`config.mk`:
```
export PLATFORM = sky130hd
export DESIGN_NAME = dffe_bank_arbiter
export DESIGN_NICKNAME = d
export VERILOG_FILES = /design/src/rtl/dffe_arb_pkg.sv /design/src/rtl/rr_select.sv /design/src/rtl/dffe_bank_arbiter.sv
export SDC_FILE = /design/constraint.sdc
export NUM_CORES = 1
export LEC_CHECK = 0
export ABC_AREA = 1
export ABC_CLOCK_PERIOD_IN_PS = 2200
export CAP_MARGIN = 25
export CORE_ASPECT_RATIO = 1.2
export CORE_MARGIN = 2
export CORE_UTILIZATION = 42
export DETAILED_ROUTE_END_ITERATION = 12
export HOLD_SLACK_MARGIN = 0.08
export PLACE_DENSITY_LB_ADDON = 0.05
export SYNTH_ARGS = -nofsm -noshare
export SYNTH_HDL_FRONTEND = slang
export SYNTH_SLANG_ARGS = --single-unit
```
`constraint.sdc`:
```
create_clock -name clock -period 2.2 [get_ports clock]
set_input_delay 0.33 -clock clock [delete_from_list [all_inputs] [get_ports clock]]
set_output_delay 0.33 -clock clock [all_outputs]
set_load 0.05 [all_outputs]
```
`src/rtl/dffe_arb_pkg.sv`:
```
// Shared types, default sizes and index helper for the DFFE bank arbiter.
package dffe_arb_pkg;

    // IDLE picks a winner, WRITE pulses the bank enable, ACK pulses the requester's ack.
    typedef enum logic [1:0] {
        IDLE  = 2'd0,
        WRITE = 2'd1,
        ACK   = 2'd2
    } arb_state_t;

    localparam int N_REQ_DEF     = 4;
    localparam int WIDTH_DEF     = 8;
    localparam int CNT_WIDTH_DEF = 16;

    // Next requester index, wrapping from n-1 back to 0.
    function automatic int unsigned next_idx(input int unsigned idx, input int unsigned n);
        return (idx + 32'd1 >= n) ? 32'd0 : idx + 32'd1;
    endfunction

endpackage

```
`src/rtl/rr_select.sv`:
```
// Combinational round-robin picker: first asserted request at or above ptr, wrapping.
module rr_select
    import dffe_arb_pkg::*;
#(
    parameter int N_REQ = N_REQ_DEF
) (
    input  logic [N_REQ-1:0]         req,
    input  logic [$clog2(N_REQ)-1:0] ptr,
    output logic                     valid,
    output logic [$clog2(N_REQ)-1:0] index
);

    localparam int IDX_W = $clog2(N_REQ);

    int unsigned cand;

    // Walk the candidates starting at ptr; the first one with req set wins.
    always_comb begin
        valid = 1'b0;
        index = '0;
        cand  = 32'(ptr);
        for (int k = 0; k < N_REQ; k++) begin
            for (int j = 0; j < N_REQ; j++) begin
                if (!valid && (32'(j) == cand) && req[j]) begin
                    valid = 1'b1;
                    index = IDX_W'(j);
                end
            end
            cand = next_idx(cand, 32'(N_REQ));
        end
    end

endmodule

```
`src/rtl/dffe_bank_arbiter.sv`:
```
// Round-robin write arbiter driving the shared D bus and enable of one DFFE bank.
//
//   state | meaning
//   ------+-------------------------------------------------------------
//   IDLE  | waiting; on any req, latch winner's data and grant_id
//   WRITE | reg_enable high for this one cycle, bank captures at its end
//   ACK   | ack[grant_id] high; on exit count the write, advance pointer
module dffe_bank_arbiter
    import dffe_arb_pkg::*;
#(
    parameter int N_REQ     = N_REQ_DEF,
    parameter int WIDTH     = WIDTH_DEF,
    parameter int CNT_WIDTH = CNT_WIDTH_DEF
) (
    input  logic                     clock,
    input  logic                     n_reset,
    input  logic [N_REQ-1:0]         req,
    input  logic [N_REQ*WIDTH-1:0]   wdata,
    output logic [N_REQ-1:0]         ack,
    output logic [WIDTH-1:0]         reg_d,
    output logic                     reg_enable,
    output logic [$clog2(N_REQ)-1:0] grant_id,
    output logic                     busy,
    output logic [CNT_WIDTH-1:0]     write_count
);

    localparam int IDX_W = $clog2(N_REQ);

    arb_state_t       state;
    arb_state_t       state_nxt;
    logic [IDX_W-1:0] ptr;
    logic [IDX_W-1:0] ptr_nxt;
    logic [IDX_W-1:0] sel_idx;
    logic             sel_valid;
    logic [WIDTH-1:0] wdata_sel;
    logic [N_REQ-1:0] ack_onehot;

    rr_select #(
        .N_REQ (N_REQ)
    ) u_rr_select (
        .req   (req),
        .ptr   (ptr),
        .valid (sel_valid),
        .index (sel_idx)
    );

    // State register.
    always_ff @(posedge clock or negedge n_reset) begin
        if (!n_reset) begin
            state <= IDLE;
        end else begin
            state <= state_nxt;
        end
    end

    // Next-state: a grant always runs the full WRITE/ACK sequence.
    always_comb begin
        state_nxt = state;
        case (state)
            IDLE:    if (sel_valid) state_nxt = WRITE;
            WRITE:   state_nxt = ACK;
            ACK:     state_nxt = IDLE;
            default: state_nxt = IDLE;
        endcase
    end

    // Winner's data slice, ack pattern for the granted index and the post-grant pointer.
    always_comb begin
        wdata_sel  = '0;
        ack_onehot = '0;
        for (int i = 0; i < N_REQ; i++) begin
            if (sel_idx == IDX_W'(i)) wdata_sel = wdata[i*WIDTH +: WIDTH];
            ack_onehot[i] = (grant_id == IDX_W'(i));
        end
        ptr_nxt = IDX_W'(next_idx(32'(grant_id), 32'(N_REQ)));
    end

    // Registered outputs; reg_d and grant_id only change on a new grant.
    always_ff @(posedge clock or negedge n_reset) begin
        if (!n_reset) begin
            ack         <= '0;
            reg_d       <= '0;
            reg_enable  <= 1'b0;
            grant_id    <= '0;
            busy        <= 1'b0;
            write_count <= '0;
            ptr         <= '0;
        end else begin
            ack        <= '0;
            reg_enable <= 1'b0;
            busy       <= (state_nxt != IDLE);
            case (state)
                IDLE: begin
                    if (sel_valid) begin
                        reg_d      <= wdata_sel;
                        grant_id   <= sel_idx;
                        reg_enable <= 1'b1;
                    end
                end
                WRITE: begin
                    ack <= ack_onehot;
                end
                ACK: begin
                    write_count <= write_count + CNT_WIDTH'(1);
                    ptr         <= ptr_nxt;
                end
                default: ;
            endcase
        end
    end

endmodule

```
==> results of run 1 <==
[power by group]
group          total (µW)  internal [µW]  switching (µW)
registers            1050            884             168
clock network         467            255             212
logic                4200           1850            2350
total                5710           2990            2730
[layout make-up]
cell class                      instances  area (µm²)  area share (%)
Sequential cell                        36       903.4           24.99
Timing Repair Buffer                  125        1196           33.09
Inverter                               42       175.2           4.846
Multi-Input combinational cell        195        1175           32.50
Tap cell                               60       75.07           2.077
Clock buffer                            8       90.09           2.492
[layout by cell type, fill, tap and decap left out, drive strengths merged]
cell type	count
clkdlybuf4s50	68
nand2	67
buf	56
inv	40
nor2	37
dfrtp	36
nand4	25
nand3	24
o21ai	12
clkbuf	9
xnor2	8
xor2	7
nand3b	7
ha	5
nor3	3
clkinv	2
[stage by stage]
stage	total power (µW)	instance area, µm²
floorplan	3190	2136
global placement	4320	3094
detailed placement	4335	3094
CTS	5287	3460
global route	6161	3615
finish	5715	3615
[per-layer routing]
metal | track usage [%] | up-vias | share of wire [%]
li1 | - | 1153 | -
met1 | 24.23 | 1018 | 43
met2 | 33.94 | 60 | 51
met3 | 3.519 | 11 | 4.1
met4 | 7.059 | 0 | 2.0
met5 | 0 | - | 0
[state kept, by name, summed over array words and instances (netlist names)]
register and cells:
ack 4, busy 1, grant_id 2, ptr 2, reg_d 8, reg_enable 1, state 2, write_count 16
[repair_timing]
item,CTS,global route
gates cloned,4,1
endpoints found under the setup margin,11,12
resized for setup,22,21
setup buffers,19,7
pin swaps,8,12
[cells by family after synthesis]
family / synth area share [%]
DFF: 42.18
AOI/OAI and AO/OA: 2.812
buffers and inverters: 9.256
xor gates and xnor gates: 6.151
and+or+nand+nor: 36.67
adders and majority gates: 2.929
[worst paths after layout]
kind	from	end	slack, ns
min in group clock	state[1]	state[1]	0.44
setup reg to reg	ptr[1]	reg_d[6]	-0.1
setup / recovery	ptr[1]	reg_d[6]	-0.1
hold / removal	n_reset	write_count[4]	0.11
hold reg to reg	state[1]	state[1]	0.44
max in group asynchronous	n_reset	ptr[1]	1.55
[worst max-delay path, delay by kind of cell (launching register included)]
family                 cells  cell delay, ns
and+or+nand+nor           15            1.27
buffers and inverters      3            0.39
DFF                        1            0.46
AOI/OAI and AO/OA          1            0.08
==> summary.md, run 1 <==
| Metric | Value |
|---|---|
| Total GRT Usage | `19.38%` |
| Die area | `5674 µm²` |
| Area leader, netlist | `dfrtp_1` |
| Global-route wire length before repair | `8.818 mm` |
| Outcome | `finished with violations` |
| Clock tree buffer depth | `2` |
| Diodes inserted | `0` |
| CTS Buf Count | `5` |
| Initial antenna violation count | `0` |
| FF-to-FF path depth | `19` |
| Initial DRC count | `107` |
| Final worst slack | `-0.09717 ns` |
| CP arrival | `2.47 ns` |
| Total Wirelength | `5.515 mm` |
| Synth cell count leaders | `60 x nand2_1, 39 x inv_1, 36 x dfrtp_1` |
| Post-synthesis cell count | `275` |
| DR DRC count | `0` |
| Top cell by count, worst path | `nand2_1` |
| DP Worst Slack | `-0.5403 ns` |
| Slew @ Worst Pin | `0.7595 ns` |
| ANT nets after route | `0` |
| Top_reg_cell synth | `dfrtp_1` |
| Via density | `4.811` |
| Post-synth ARST share | `100.0%` |
| CTS Hold Bufs | `0` |
| Power per cell area | `1581 nW/µm²` |
| Post-layout util | `73.70%` |
| Fillers | `388` |
| Root Buffer | `clkbuf_8` |
| Synth unique cells | `22` |
| Area share of the largest cell type after synthesis | `42.18%` |
| Crit path max fanout | `6` |
| Count leader, synth | `nand2_1` |
| Final min period | `2.297 ns` |
| Wirelength per Cell | `11.83 µm` |
| Post-synth EDFFs | `0` |
| # IOs | `70` |
| Synth top area cells | `dfrtp_1 42%, nand2_1 11%, nand4_1 7.0%` |
| Syn Std Cell Area | `2136 µm²` |
| Final setup viols | `11` |
| Vias in the first global route | `2011` |
| Setup crit start kind | `register` |
| Port Buffer Count | `69` |
| Endpoint class of the critical path | `register` |
| Syn_nets | `318` |
| Via count | `2242` |
| Max-cap violations | `0` |
| Cell Chain, Critical Path | `nor2_1 -> buf_4 -> nand2_1 -> nand2_1 -> nor2_2 -> nand4_1 -> nor2_1 -> nor3_2 -> o21ai_2 -> nor2_2 -> nand2_2 -> buf_4 -> buf_4 -> nand3_1 -> nor2_1 -> nor2_1 -> nand2_1 -> nand2_1 -> nand2_1` |
| Clk sinks | `36` |
| Min-Delay Path Class | `in2async` |
| Die extent in x | `69.10 µm` |
| GP Congestion | `0.8282` |
| # rows | `28` |
| Setup TNS | `-0.6267 ns` |
| Tcrit/Tclk final | `104.4%` |
| Slew headroom | `49.37%` |
| H-tree levels | `2` |
| Mean Syn Cell Area | `7.767 µm²` |
| Max Clock Skew | `0.002641 ns` |
| First-pass iteration count of the detailed router | `4` |
| VDD IR max | `0.8370 mV` |
| Synthesis-stage register bit count | `36` |
| Die extent in y | `82.12 µm` |
| Fin Hold WS | `0.1123 ns` |
| Register area share after synthesis | `42.18%` |
| Area growth, synth to finish | `69.24%` |
| Critical Path RT | `2.37 ns` |
| Failing checks | `setup timing` |
| Nets | `448` |
| Non-filler cells, final | `466` |
| Clk slew on worst S/H paths | `0.07 ns` |
| Clock latency at the later pin of the worst-skew pair | `0.28 ns` |
| Static Leak | `0.001769 µW` |
| Yosys synthesis warning count | `0` |
| Post-placement cell count | `427` |
| Crit Path Class | `reg2reg` |
| Fmax | `0.4353 GHz` |
| Layout cells sized above 1 | `25.62%` |
| Core area | `4905 µm²` |
| Detail Placement HPWL | `3.796 mm` |
| Hold Vio Cnt, Final | `0` |
| Initial core utilization | `43.55%` |
| Crit-path max cell delay | `0.46 ns` |
| Remaining global-route overflow | `0` |
| Slowest CP cell | `dfrtp_2` |
| TritonCTS clock tree | `built` |
| Largest net degree at the start of global routing | `37` |
| Slew Limit Fails | `0` |
| Unrepaired setup endpoints after global routing | `true` |
(Power assumes the default switching activity.)
==> run 2: changes to the inputs <==
--- a/config.mk
+++ b/config.mk
@@ -8,3 +8,3 @@
 export ABC_AREA = 1
-export ABC_CLOCK_PERIOD_IN_PS = 2200
+export ABC_CLOCK_PERIOD_IN_PS = 2300
 export CAP_MARGIN = 25
@@ -12,3 +12,3 @@
 export CORE_MARGIN = 2
-export CORE_UTILIZATION = 42
+export CORE_UTILIZATION = 46
 export DETAILED_ROUTE_END_ITERATION = 12
==> constraint.sdc (replaced) <==
create_clock -name clock -period 2.3 [get_ports clock]
set_input_delay 0.345 -clock clock [delete_from_list [all_inputs] [get_ports clock]]
set_output_delay 0.345 -clock clock [all_outputs]
set_load 0.005 [all_outputs]
==> run 2 against run 1 <==
Net effect: the run now ends clean; sequential share of layout area increased by 1.7 points; sequential power is essentially flat; sequential cell count unchanged; combinational power fell by 31%; cell count shrank 4.9%; power shrank 24%; clock-buffer cell count is the same; largest cell class is now multi-input gates.
==> summary.md, run 2 (synthesized netlist as in run 1, its figures left out) <==
| Metric | Value |
|---|---|
| Outcome | `finished, final reports clean` |
| Slew headroom | `49.44% (+0.074 points)` |
| Crit Path Class | `reg2reg` |
| Clock tree buffer depth | `2 (unchanged)` |
| Crit-path max cell delay | `0.49 ns (+0.03 ns)` |
| Register with the most flip-flops | `write_count` |
| Power per cell area | `1286 nW/µm² (-19%)` |
| Initial core utilization | `47.18% (+3.6 points)` |
| Clk slew on worst S/H paths | `0.06 ns (about the same)` |
| Slew @ Worst Pin | `0.7583 ns (-0.001105 ns)` |
| VDD IR max | `1.095 mV (+31%)` |
| Endpoint class of the critical path | `register` |
| Max Clock Skew | `0.005710 ns (+0.003069 ns)` |
| Cell Area, Placed | `3072 µm² (-0.73%)` |
| Root Buffer | `clkbuf_8` |
| Largest net degree at the start of global routing | `37 (unchanged)` |
| Largest delay share family, worst path | `simple AND/OR/NAND/NOR gates` |
| CTS Buf Count | `5 (unchanged)` |
| Worst path depth | `18 (-1)` |
| Worst Path Buf+Inv | `4 (+1)` |
| Post-layout util | `74.82% (+1.1 points)` |
| GP Congestion | `0.8317 (+0.42%)` |
| Global-route wire length before repair | `8.369 mm (-5.1%)` |
| Design area | `3387 µm² (-6.3%)` |
| Largest registers | `write_count: 16 flops, reg_d: 8 flops, ack: 4 flops` |
| Total GRT Usage | `20.05% (+0.67 points)` |
| Fin Hold WS | `0.1339 ns (+0.02153 ns)` |
| Nets | `427 (-4.7%)` |
| Die area | `5206 µm² (-8.2%)` |
| Detail Placement HPWL | `3.824 mm (+0.73%)` |
| Wirelength per Cell | `11.42 µm (-3.5%)` |
| Remaining global-route overflow | `0 (unchanged)` |
| H-tree levels | `2 (unchanged)` |
| Via density | `4.840 (+0.59%)` |
| Die extent in y | `78.64 µm (-4.2%)` |
| FF-to-FF path depth | `18 (-1)` |
| Leading cell type in the layout, fill and taps excluded | `clkdlybuf4s50_1` |
| Hold Vio Cnt, Final | `0 (unchanged)` |
| Initial antenna violation count | `0 (unchanged)` |
| Final setup viols | `0 (-11)` |
| First-pass iteration count of the detailed router | `5 (+1)` |
| Min-Delay Path Class | `in2async` |
| Area growth, synth to finish | `58.58%` |
| Final min period | `2.274 ns (-0.02346 ns)` |
| Fmax | `0.4398 GHz (+1.0%)` |
| Core area | `4527 µm² (-7.7%)` |
| Diodes inserted | `0 (unchanged)` |
| # IOs | `70 (unchanged)` |
| CP arrival | `2.44 ns (-0.03 ns)` |
| Port Buffer Count | `69 (unchanged)` |
| # rows | `27 (-3.6%)` |
| Initial DRC count | `89 (-17%)` |
| Commonest non-fill, non-tap cells in the layout | `68 x clkdlybuf4s50_1, 53 x nand2_1, 37 x inv_1` |
| Slowest CP cell | `dfrtp_2` |
| Tcrit/Tclk final | `98.86% (-5.6 points)` |
| Setup crit start kind | `register` |
| Layout cells sized above 1 | `20.78% (-4.8 points)` |
| Die extent in x | `66.20 µm (-4.2%)` |
| Cell Chain, Critical Path | `inv_4 -> nand2_2 -> nand3_1 -> nand2_2 -> nor2_2 -> nand4_1 -> nor2_2 -> nand4_1 -> nor2_2 -> buf_4 -> nand4_4 -> buf_4 -> nand2_8 -> nand3b_1 -> nand2_1 -> inv_1 -> nand2_1 -> nand2_1` |
| Vias in the first global route | `2004 (-0.35%)` |
| Fillers | `366 (-5.7%)` |
| Crit path max fanout | `8 (+2)` |
| ANT nets after route | `0 (unchanged)` |
| DR DRC count | `0 (unchanged)` |
| Clock latency at the later pin of the worst-skew pair | `0.28 ns (about the same)` |
| TritonCTS clock tree | `built` |
| Max-cap violations | `0 (unchanged)` |
| Total Wirelength | `5.061 mm (-8.2%)` |
| Unrepaired setup endpoints after global routing | `true` |
| Slew Limit Fails | `0 (unchanged)` |
| Critical Path RT | `2.47 ns (+0.10 ns)` |
| Static Leak | `0.001647 µW (-6.9%)` |
| Max reg flops | `16 (unchanged)` |
| Clk sinks | `36 (unchanged)` |
| CTS Hold Bufs | `0 (unchanged)` |
| Via count | `2144 (-4.4%)` |
-- run 2: final timing paths --
check	startpoint	end	slack, ns
max	ptr[1]	reg_d[4]	0.03
max in group asynchronous	n_reset	ptr[1]	1.64
min in group clock	state[1]	state[1]	0.44
min reg2reg	state[1]	state[1]	0.44
min	n_reset	write_count[4]	0.13
max reg2reg	ptr[1]	reg_d[4]	0.03
-- run 2: routing by layer --
metal  vias up  global-route usage, %  wire [µm]
met1       984                  25.48       2264
li1       1107                      -          -
met4         0                  5.714         52
met3         4                  2.579        174
met5         -                      0          0
met2        49                  35.10       2570
-- run 2: where the power goes --
group | switching, µW | leakage (µW) | total, µW | internal, µW
clock | 197 | 0.0000455 | 440 | 244
sequential | 179 | 0.000465 | 1020 | 845
combinational | 1500 | 0.00114 | 2890 | 1390
total | 1880 | 0.00165 | 4360 | 2480
-- run 2: final cells by class --
type / instances / area (µm²) / share of cell area (%)
tap: 58 / 72.57 / 2.143
inverter: 42 / 165.2 / 4.876
clock buffer: 8 / 90.09 / 2.660
multi-input combinational: 194 / 1157 / 34.17
sequential: 36 / 903.4 / 26.67
timing repair buffer: 105 / 998.5 / 29.48
-- run 2: per-stage QoR --
stage | std cells | TNS, ns | total power [µW] | worst slack, ns
after floorplan | 275 | 0 | 2504 | 0.2532
after global placement | 424 | -3.123 | 3466 | -0.3457
after detailed placement | 424 | -3.802 | 3502 | -0.4368
after CTS | 432 | 0 | 3965 | 0.02008
after global routing | 443 | -1.438 | 4786 | -0.1860
final | 443 | 0 | 4357 | 0.02630
-- run 2: what timing repair did --
action / CTS / global route
cloned: 0 / 2
pin swaps: 0 / 7
setup buffers: 0 / 9
resized for setup: 2 / 35
endpoints found under the setup margin: 9 / 11
